===== config.mk =====
export PLATFORM = sky130hd
export DESIGN_NAME = car_park_gate_ctrl
export DESIGN_NICKNAME = d
export VERILOG_FILES = /design/src/rtl/car_park_gate_ctrl.sv
export SDC_FILE = /design/constraint.sdc
export NUM_CORES = 1
export LEC_CHECK = 0
export ABC_AREA = 1
export BUFFER_PORTS_ARGS = -buffer_cell sky130_fd_sc_hd__buf_2
export CAP_MARGIN = 20
export CORE_UTILIZATION = 59
export CTS_CLUSTER_SIZE = 14
export DETAILED_ROUTE_END_ITERATION = 10
export GPL_TIMING_DRIVEN = 0
export PLACE_DENSITY = 0.84
export SLEW_MARGIN = 20
export SYNTH_ARGS = -nofsm -noshare
export SYNTH_HDL_FRONTEND = slang
export SYNTH_SLANG_ARGS = --single-unit

===== constraint.sdc =====
create_clock -name clk -period 3.11 [get_ports clk]
set_input_delay 0.622 -clock clk [delete_from_list [all_inputs] [get_ports clk]]
set_output_delay 0.622 -clock clk [all_outputs]
set_load 0.01 [all_outputs]

===== src/rtl/car_park_gate_ctrl.sv =====
// Car-park gate controller: keypad password check, occupancy counting,
// FULL handling, wrong-password lockout and idle timeout on password entry.
//
// Keypad handshake: pass_valid is a one-cycle strobe with no ready/back-pressure.
// USER/PASSWORD are sampled only on an edge where pass_valid is high, and the
// controller always consumes the strobe on that edge. In states that do not wait
// for a password (IDLE, FULL, RIGHT_PASS, LOCKOUT) the strobe is dropped.
module car_park_gate_ctrl #(
   parameter int CAPACITY    = 7,
   parameter int W_PASS      = 4,
   parameter int KEY_OFFSET  = 2,
   parameter int MAX_TRIES   = 3,
   parameter int TIMEOUT     = 16,
   parameter int LOCK_CYCLES = 32,
   localparam int W_CNT      = $clog2(CAPACITY + 1)
) (
   input  logic              clk,
   input  logic              rst,
   input  logic              entrance_front,
   input  logic              entrance_back,
   input  logic              exit,
   input  logic              pass_valid,
   input  logic [W_PASS-1:0] USER,
   input  logic [W_PASS-1:0] PASSWORD,
   output logic              LED_RED,
   output logic              LED_GREEN,
   output logic [2:0]        STATE,
   output logic [W_CNT-1:0]  SPOTS_AVAILABLE
);

   localparam int W_TRY  = $clog2(MAX_TRIES + 1);
   localparam int W_IDLE = $clog2(TIMEOUT + 1);
   localparam int W_LOCK = $clog2(LOCK_CYCLES + 1);

   localparam logic [W_CNT-1:0]  CAP_C     = W_CNT'(CAPACITY);
   localparam logic [W_TRY-1:0]  TRY_MAX   = W_TRY'(MAX_TRIES);
   localparam logic [W_IDLE-1:0] IDLE_LAST = W_IDLE'(TIMEOUT - 1);
   localparam logic [W_LOCK-1:0] LOCK_LAST = W_LOCK'(LOCK_CYCLES - 1);
   localparam logic [W_PASS-1:0] KEY_OFS   = W_PASS'(KEY_OFFSET);

   typedef enum logic [2:0] {
      S_IDLE       = 3'd0,
      S_WAIT_PASS  = 3'd1,
      S_RIGHT_PASS = 3'd2,
      S_WRONG_PASS = 3'd3,
      S_STOP       = 3'd4,
      S_FULL       = 3'd5,
      S_LOCKOUT    = 3'd6
   } state_t;

   state_t              state, state_d;
   logic [W_CNT-1:0]    count, count_d;
   logic [W_TRY-1:0]    tries, tries_d, tries_inc;
   logic [W_IDLE-1:0]   idle_tmr, idle_d;
   logic [W_LOCK-1:0]   lock_tmr, lock_d;
   logic                full, in_wait, key_ok, correct, wrong, inc_req, dec;

   assign full      = (count == CAP_C);
   assign in_wait   = (state == S_WAIT_PASS) || (state == S_WRONG_PASS) || (state == S_STOP);
   assign key_ok    = (PASSWORD == USER + KEY_OFS);
   assign correct   = pass_valid && key_ok;
   assign wrong     = pass_valid && !key_ok;
   assign tries_inc = tries + 1'b1;
   // A car clearing the gate from RIGHT_PASS asks for a spot; an exit frees one.
   assign inc_req   = (state == S_RIGHT_PASS) && entrance_back;
   assign dec       = exit && (count != '0);

   // Occupancy update: simultaneous entry and exit cancel, entry saturates at capacity.
   always_comb begin
      count_d = count;
      if (inc_req && dec) begin
         count_d = count;
      end else if (inc_req) begin
         if (!full) count_d = count + 1'b1;
      end else if (dec) begin
         count_d = count - 1'b1;
      end
   end

   // Next-state logic plus try, idle-timer and lockout-timer updates.
   always_comb begin
      state_d = state;
      tries_d = tries;
      lock_d  = '0;
      // The idle timer runs only inside password-wait states; a strobe restarts it.
      idle_d  = (in_wait && !pass_valid) ? idle_tmr + 1'b1 : '0;
      case (state)
         S_IDLE: begin
            if (entrance_front) state_d = full ? S_FULL : S_WAIT_PASS;
         end
         S_FULL: begin
            if (!entrance_front) state_d = S_IDLE;
            else if (!full)      state_d = S_WAIT_PASS;
         end
         S_WAIT_PASS, S_WRONG_PASS, S_STOP: begin
            if (correct) begin
               state_d = S_RIGHT_PASS;
               tries_d = '0;
            end else if (wrong) begin
               tries_d = tries_inc;
               state_d = (tries_inc == TRY_MAX) ? S_LOCKOUT : S_WRONG_PASS;
            end else if (idle_tmr == IDLE_LAST) begin
               state_d = S_IDLE;
               tries_d = '0;
            end
         end
         S_RIGHT_PASS: begin
            if (entrance_back) begin
               if (!entrance_front)      state_d = S_IDLE;
               else if (count_d < CAP_C) state_d = S_STOP;
               else                      state_d = S_FULL;
            end
         end
         S_LOCKOUT: begin
            if (lock_tmr == LOCK_LAST) begin
               state_d = S_IDLE;
               tries_d = '0;
            end else begin
               lock_d = lock_tmr + 1'b1;
            end
         end
         default: begin
            state_d = S_IDLE;
            tries_d = '0;
         end
      endcase
   end

   // State, occupancy, tries and timers; reset discards any entry in progress.
   always_ff @(posedge clk or negedge rst) begin
      if (!rst) begin
         state    <= S_IDLE;
         count    <= '0;
         tries    <= '0;
         idle_tmr <= '0;
         lock_tmr <= '0;
      end else begin
         state    <= state_d;
         count    <= count_d;
         tries    <= tries_d;
         idle_tmr <= idle_d;
         lock_tmr <= lock_d;
      end
   end

   assign STATE           = state;
   assign SPOTS_AVAILABLE = CAP_C - count;
   assign LED_GREEN       = (state == S_RIGHT_PASS);
   assign LED_RED         = (state == S_WRONG_PASS) || (state == S_STOP) ||
                            (state == S_FULL) || (state == S_LOCKOUT);

endmodule


==> Word level (Yosys, flattened, before mapping) <==
Index checks and enable logic that the tools add are counted.
{ "totals": {"reg_bits": 19, "input_bits": 14} }
{ "op_classes": {"addsub": 7, "eq_ne": 16, "order_cmp": 1, "n_bitwise": 1, "mux": 25, "reduce_logical": 19} }
{ "op_table": {"columns": ["cell", "count"], "rows": [
  ["3-bit 2-to-1 mux", 15],
  ["3-bit case mux with 5 select lines", 1],
  ["3-bit == test (second input constant)", 4],
  ["6-bit 2-to-1 mux", 2],
  ["2-bit 2-to-1 mux", 4],
  ["6-bit by 1-bit adder with 6-bit output (second input constant)", 1],
  ["3-bit by 2-bit == test with 1-bit output (second input constant)", 2],
  ["6-bit by 5-bit == test with 1-bit output (second input constant)", 1],
  ["1-bit logical AND", 6],
  ["2-bit inequality test (second input constant)", 3],
  ["2-bit case mux with 3 select lines", 1],
  ["3-bit OR reduction", 2],
  ["5-bit by 1-bit adder with 5-bit output (second input constant)", 1],
  ["5-bit by 4-bit == test with 1-bit output (second input constant)", 1],
  ["1-bit logical OR", 5],
  ["5-bit 2-to-1 mux", 1],
  ["5-bit AND reduction", 1],
  ["4-bit by 2-bit adder with 4-bit output (second input constant)", 1],
  ["4-bit == test", 1],
  ["4-bit inequality test (second input constant)", 1],
  ["3-bit by 1-bit adder with 3-bit output (second input constant)", 1],
  ["3-bit by 1-bit == test with 1-bit output (second input constant)", 1],
  ["3-bit logical NOT", 1],
  ["3-bit less-than comparator (second input constant)", 1],
  ["10 further kinds", 11]
]} }

==> Longest topological paths before layout <==
{ "depth": {"depth_word": 10, "mapped_depth": 14} }

==> Worst setup path after synthesis <==
OpenSTA, ideal clock, no wires.
{ "synth_path": {"kind": "input port to flip-flop", "from": "input USER[1]", "to": "register state[0] (netlist: STATE[0])", "setup_slack_ns": 1.474, "stages": 9, "n_path_buf": 0, "required_ns": 2.993, "arrival_time_ns": 1.519, "setup_ns": 0.117, "cell_sequence": "ha_1 > xnor2_1 > nand3_1 > nor2_1 > nor2_1 > nor2_1 > nand2_1 > nand2_1 > nand2_1"} }
{ "synth_between": {"elab_chain_len": 7, "elab_cells_between_ends": 10, "cone_classes": "1 x add/sub; 2 x eq/ne; 3 x mux; 4 x reduce/logical"} }
{ "synth_lines": {"columns": ["item", "line_no", "source"], "rows": [
  ["from (decl)", "23", "input logic [W_PASS-1:0] USER,"],
  ["4-bit by 2-bit adder with 4-bit output *", "60", "assign key_ok = (PASSWORD == USER + KEY_OFS);"],
  ["4-bit == test *", "60", null],
  ["1-bit logical NOT", "62", "assign wrong = pass_valid && !key_ok;"],
  ["1-bit logical AND", "62", null],
  ["3-bit 2-to-1 mux", "99", "end else if (wrong) begin"],
  ["3-bit 2-to-1 mux", "96", "if (correct) begin"],
  ["3-bit case mux with 5 select lines", "87", "case (state)"],
  ["to (signal assigned)", "138", "state <= state_d;"],
  ["to (decl)", "51", "state_t state, state_d;"]
]} }
Every way passes the cells marked *; elsewhere a longest branch is shown, timed or not.
A chain may end at the register's enable or synchronous reset.

==> Worst setup path in the final report <==
{ "layout_path": {"from": "register state[2] (netlist: STATE[2])", "to": "output LED_RED"} }
{ "layout_between": {"elab_chain_len": 4, "elab_cells_between_ends": 7, "cone_classes": "4 x eq/ne; 3 x reduce/logical"} }
{ "layout_lines": {"columns": ["item", "line_no", "source"], "rows": [
  ["3-bit by 2-bit == test with 1-bit output or 3-bit == test (tied branches)", "149", "assign LED_RED = (state == S_WRONG_PASS) || (state == S_STOP) ||"],
  ["1-bit logical OR (2 in a row)", "149", null],
  ["1-bit logical OR *", "150", "(state == S_FULL) || (state == S_LOCKOUT);"],
  ["to (decl)", "25", "output logic LED_RED,"]
]} }
Marked as above.

==> impl_results.html <==
<table>
<tr><th>Metric</th><th>Value</th></tr>
<tr><th colspan="2">STA</th></tr>
<tr><td>Final worst path period need</td><td>about 2.1 ns</td></tr>
<tr><td>Setup repair after global routing missed its margin</td><td>no</td></tr>
<tr><td>Final Slew Violations</td><td>0</td></tr>
<tr><td>Highest clock frequency the design can meet</td><td>~470 MHz</td></tr>
<tr><td>Setup ws final</td><td>0.9921 ns</td></tr>
<tr><td>Measured slew at the worst slew-check pin</td><td>between 0.4 and 0.5 ns</td></tr>
<tr><td>Final number of setup-violating endpoints</td><td>0</td></tr>
<tr><td>Setup TNS</td><td>0 ns</td></tr>
<tr><td>Max_slew headroom</td><td>between 70% and 80%</td></tr>
<tr><td>Share of the clock period used by the worst path</td><td>about two thirds</td></tr>
<tr><td>Worst setup skew after layout</td><td>roughly 0.0055 ns</td></tr>
<tr><td>Number of hold-slack violations in the final timing report</td><td>0</td></tr>
<tr><th colspan="2">Die</th></tr>
<tr><td>Std-Cell Core Area</td><td>roughly 0.0020 sq mm</td></tr>
<tr><td>Floorplan die height</td><td>48.05 um</td></tr>
<tr><td>Width of the die</td><td>approximately 48 um</td></tr>
<tr><td>Total I/O pin count</td><td>22</td></tr>
<tr><td>Standard-cell row count</td><td>16</td></tr>
<tr><td>Effective utilization at floorplan</td><td>63.13%</td></tr>
<tr><td>Die footprint</td><td>about 0.0023 sq mm</td></tr>
<tr><th colspan="2">Global route</th></tr>
<tr><td>Via count of the first global-routing pass</td><td>1019</td></tr>
<tr><td>Pin count of the biggest net entering global routing</td><td>20</td></tr>
<tr><td>Total routing usage reported by global routing</td><td>roughly 24%</td></tr>
<tr><td>Wire length of the first global-routing pass</td><td>just under 4000 um</td></tr>
<tr><td>Overall overflow remaining after global route</td><td>0</td></tr>
<tr><td>Antenna violations before repair</td><td>0</td></tr>
<tr><th colspan="2">Worst setup path</th></tr>
<tr><td>Slack of the worst reg-to-reg path</td><td>1.41 ns</td></tr>
<tr><td>Family with the most delay on the worst path</td><td>flip-flops</td></tr>
<tr><td>Max incr delay on CP</td><td>0.56 ns</td></tr>
<tr><td>Type of element capturing the critical path</td><td>output port</td></tr>
<tr><td>Critical Path Fanout Max</td><td>8</td></tr>
<tr><td>Kind of critical path</td><td>flip-flop to output port</td></tr>
<tr><td>Worst-path cell with the longest stage delay</td><td>dfrtp_1</td></tr>
<tr><td>Critical path data required time</td><td>roughly 2.5 ns</td></tr>
<tr><td>R2R cell count</td><td>8</td></tr>
<tr><td>Crit path buf inv count</td><td>2</td></tr>
<tr><td>Startpoint class of the critical path</td><td>flip-flop</td></tr>
<tr><td>Endpoint arrival time on the critical path</td><td>roughly 1.5 ns</td></tr>
<tr><td>Cell-by-cell trace of the critical path</td><td>nand2_1 &gt; nor2_1 &gt; inv_1 &gt; o2111ai_1 &gt; buf_2</td></tr>
<tr><td>Worst reg2reg startpoint</td><td>lock_tmr[0]</td></tr>
<tr><td>End of the worst register-to-register path</td><td>tries[1]</td></tr>
<tr><th colspan="2">Finish</th></tr>
<tr><td>Fin cells</td><td>between 200 and 250</td></tr>
<tr><td>Sequential cell area</td><td>475.5 sq um</td></tr>
<tr><td>Number of nets in the layout</td><td>between 200 and 250</td></tr>
<tr><td>Area Overhead vs Synth</td><td>13.30%</td></tr>
<tr><td>Share of post-route cells with drive strength above 1</td><td>22.40%</td></tr>
<tr><td>Final antenna diode count</td><td>0</td></tr>
<tr><td>Multi-input gate area</td><td>roughly 670 sq um</td></tr>
<tr><td>FILL cells</td><td>around 150</td></tr>
<tr><th colspan="2">Clock tree</th></tr>
<tr><td>Gates resized, CTS repair</td><td>0</td></tr>
<tr><td>Number of hold buffers added after CTS</td><td>0</td></tr>
<tr><td>Total clock buffers created by CTS</td><td>3</td></tr>
<tr><td>Clock slew at the register clock pins of the worst setup and hold paths</td><td>roughly 0.11 ns</td></tr>
<tr><td>Maximum clock insertion buffer count</td><td>2</td></tr>
<tr><td>Clock latency on the worst-skew pair</td><td>~0.30 ns</td></tr>
<tr><td>Post-CTS Setup Repair Bufs</td><td>0</td></tr>
<tr><td>Clk sink count</td><td>19</td></tr>
<tr><td>Clock root buffer master</td><td>clkbuf_4</td></tr>
<tr><td>Count of H-tree levels built during CTS</td><td>1</td></tr>
<tr><td>CTS tree</td><td>built</td></tr>
<tr><th colspan="2">Pwr</th></tr>
<tr><td>Leakage power of the design</td><td>around 0.75 nW</td></tr>
<tr><td>Power, Total</td><td>roughly 1.0 mW</td></tr>
<tr><td>Power per cell area</td><td>~730 mW/mm^2</td></tr>
<tr><td>Max VDD drop</td><td>between 0.5 and 0.6 mV</td></tr>
<tr><th colspan="2">Logic synthesis</th></tr>
<tr><td>Most frequent cell after synthesis</td><td>nand2_1</td></tr>
<tr><td>Average cell area after synthesis</td><td>about 7.5 sq um</td></tr>
<tr><td>EDFF count, synth</td><td>0</td></tr>
<tr><td>Flip-flop and latch count after synthesis</td><td>19</td></tr>
<tr><td>Async set-reset flop share out of synthesis</td><td>100.0%</td></tr>
<tr><td>Most frequent cells after synthesis</td><td>nand2_1, inv_1, nor2_1</td></tr>
<tr><td>Number of instances in the synthesized netlist</td><td>roughly 170</td></tr>
<tr><td>Post-synth top area share</td><td>38.00%</td></tr>
<tr><td>Top_reg_cell synth</td><td>dfrtp_1</td></tr>
<tr><td>Most area-consuming cells after synthesis</td><td>dfrtp_1, nand2_1, ha_1</td></tr>
<tr><td>Mapped Nets</td><td>between 150 and 200</td></tr>
<tr><td>Cell area after technology mapping</td><td>about 0.0013 sq mm</td></tr>
<tr><td>Number of library cell types mapped by synthesis</td><td>26</td></tr>
<tr><td>Leading area contributor after synthesis</td><td>dfrtp_1</td></tr>
<tr><td>Part of the Yosys area used for sequential elements</td><td>~38%</td></tr>
<tr><td>Total number of yosys warnings</td><td>0</td></tr>
<tr><th colspan="2">Detailed routing</th></tr>
<tr><td>Total via count after detailed routing</td><td>between 1000 and 1500</td></tr>
<tr><td>Wire length per cell</td><td>~11 um</td></tr>
<tr><td>Final routed wirelength across all metal layers</td><td>between 2000 and 2500 um</td></tr>
<tr><td>First-pass detailed-route iteration total</td><td>4</td></tr>
<tr><td>Number of violations reported at the end of detailed-routing iteration 0</td><td>20</td></tr>
<tr><td>Count of nets left with antenna violations after detail routing</td><td>0</td></tr>
<tr><td>DRC violation count after routing</td><td>0</td></tr>
<tr><td>Post-detailed-route via-to-cell ratio</td><td>5.196</td></tr>
<tr><th colspan="2">Run</th></tr>
<tr><td>Number of max-capacitance violations reported</td><td>0</td></tr>
<tr><th colspan="2">Min path</th></tr>
<tr><td>Path class of the lowest-slack min-delay path</td><td>input pin to async pin</td></tr>
<tr><th colspan="2">Status</th></tr>
<tr><td>Result of the run</td><td>finished clean</td></tr>
<tr><th colspan="2">Placed design</th></tr>
<tr><td>Number of buffer cells added on primary ports</td><td>21</td></tr>
<tr><td>Pre-CTS WS</td><td>1.238 ns</td></tr>
<tr><td>Placed Instances</td><td>~220</td></tr>
<tr><td>Estimated wirelength of the detail-placed design</td><td>between 1500 and 2000 um</td></tr>
<tr><td>Placer congestion estimate</td><td>about 0.85</td></tr>
</table>
==> final cells by class <==
class	instances	share of cell area (%)
clock buffer	3	1.589
clock inverter	1	0.3530
inverter	29	7.679
multi-input combinational	119	47.04
sequential	19	33.54
tap	27	2.383
timing repair buffer	21	7.414
==> cells in the final DEF (no fill, tap or decap), types with 2 or more instances in the layout <==
cell type / instances
nor3_1: 2
o21ai_2: 2
nor3b_1: 2
nor2_1: 21
clkbuf_4: 3
nand2_1: 40
nand2_2: 3
dfrtp_1: 19
a21oi_1: 4
inv_1: 22
nand4_1: 3
buf_2: 21
nand3_2: 2
o21ai_0: 3
xor2_1: 4
xnor2_1: 3
o21ai_1: 6
ha_1: 8
nand3_1: 8
inv_2: 7
==> sequential cells by signal, summed over array words and instances (netlist names) <==
register and count:
idle_tmr 5, tries 2, count 3, STATE 3, lock_tmr 6
==> cell families after synthesis <==
kind of cell / after synthesis / share of synthesized area (%)
AND/OR/NAND/NOR: 87 / 32.60
XOR/XNOR: 7 / 4.900
AO/OA/AOI/OAI: 17 / 7.801
buffers and inverters: 29 / 8.700
adder cells (fa/ha/maj): 8 / 8.000
flip-flops: 19 / 38.00
==> report_power, final <==
part | leakage (nW) | internal, mW | switching [mW]
combinational | 0.481 | 0.206 | 0.331
sequential | 0.252 | 0.303 | 0.0737
clock | 0.0177 | 0.0480 | 0.0783
total | 0.750 | 0.558 | 0.483
==> how the worst max path moves through the flow <==
stage	startpoint	to	slack, ns	cells after the start
global placement	USER[1]	STATE[2]	1.27	8
CTS	STATE[2]	LED_RED	0.98	5
floorplan	USER[1]	STATE[0]	1.47	9
finish	STATE[2]	LED_RED	0.99	5
global route	STATE[2]	LED_RED	0.87	5
detailed placement	USER[1]	STATE[2]	1.24	8
==> per-layer routing <==
metal	wire length [um]	global-route usage [%]	vias up
li1	-	-	583
met1	1060	27.08	523
met2	1178	45.14	25
met3	66	2.264	7
met4	65	11.67	0
met5	0	0	-
==> per-stage QoR <==
step	instance area, sq um	utilization [%]	hold slack, ns
finish	1418	71.53	0.2356
floorplan	1251	-	0.3264
global route	1418	71.53	0.2654
global placement	1390	70.14	0.4451
CTS	1418	71.53	0.2426
detailed placement	1390	70.14	0.4590
Power figures use the tool's default switching activity.
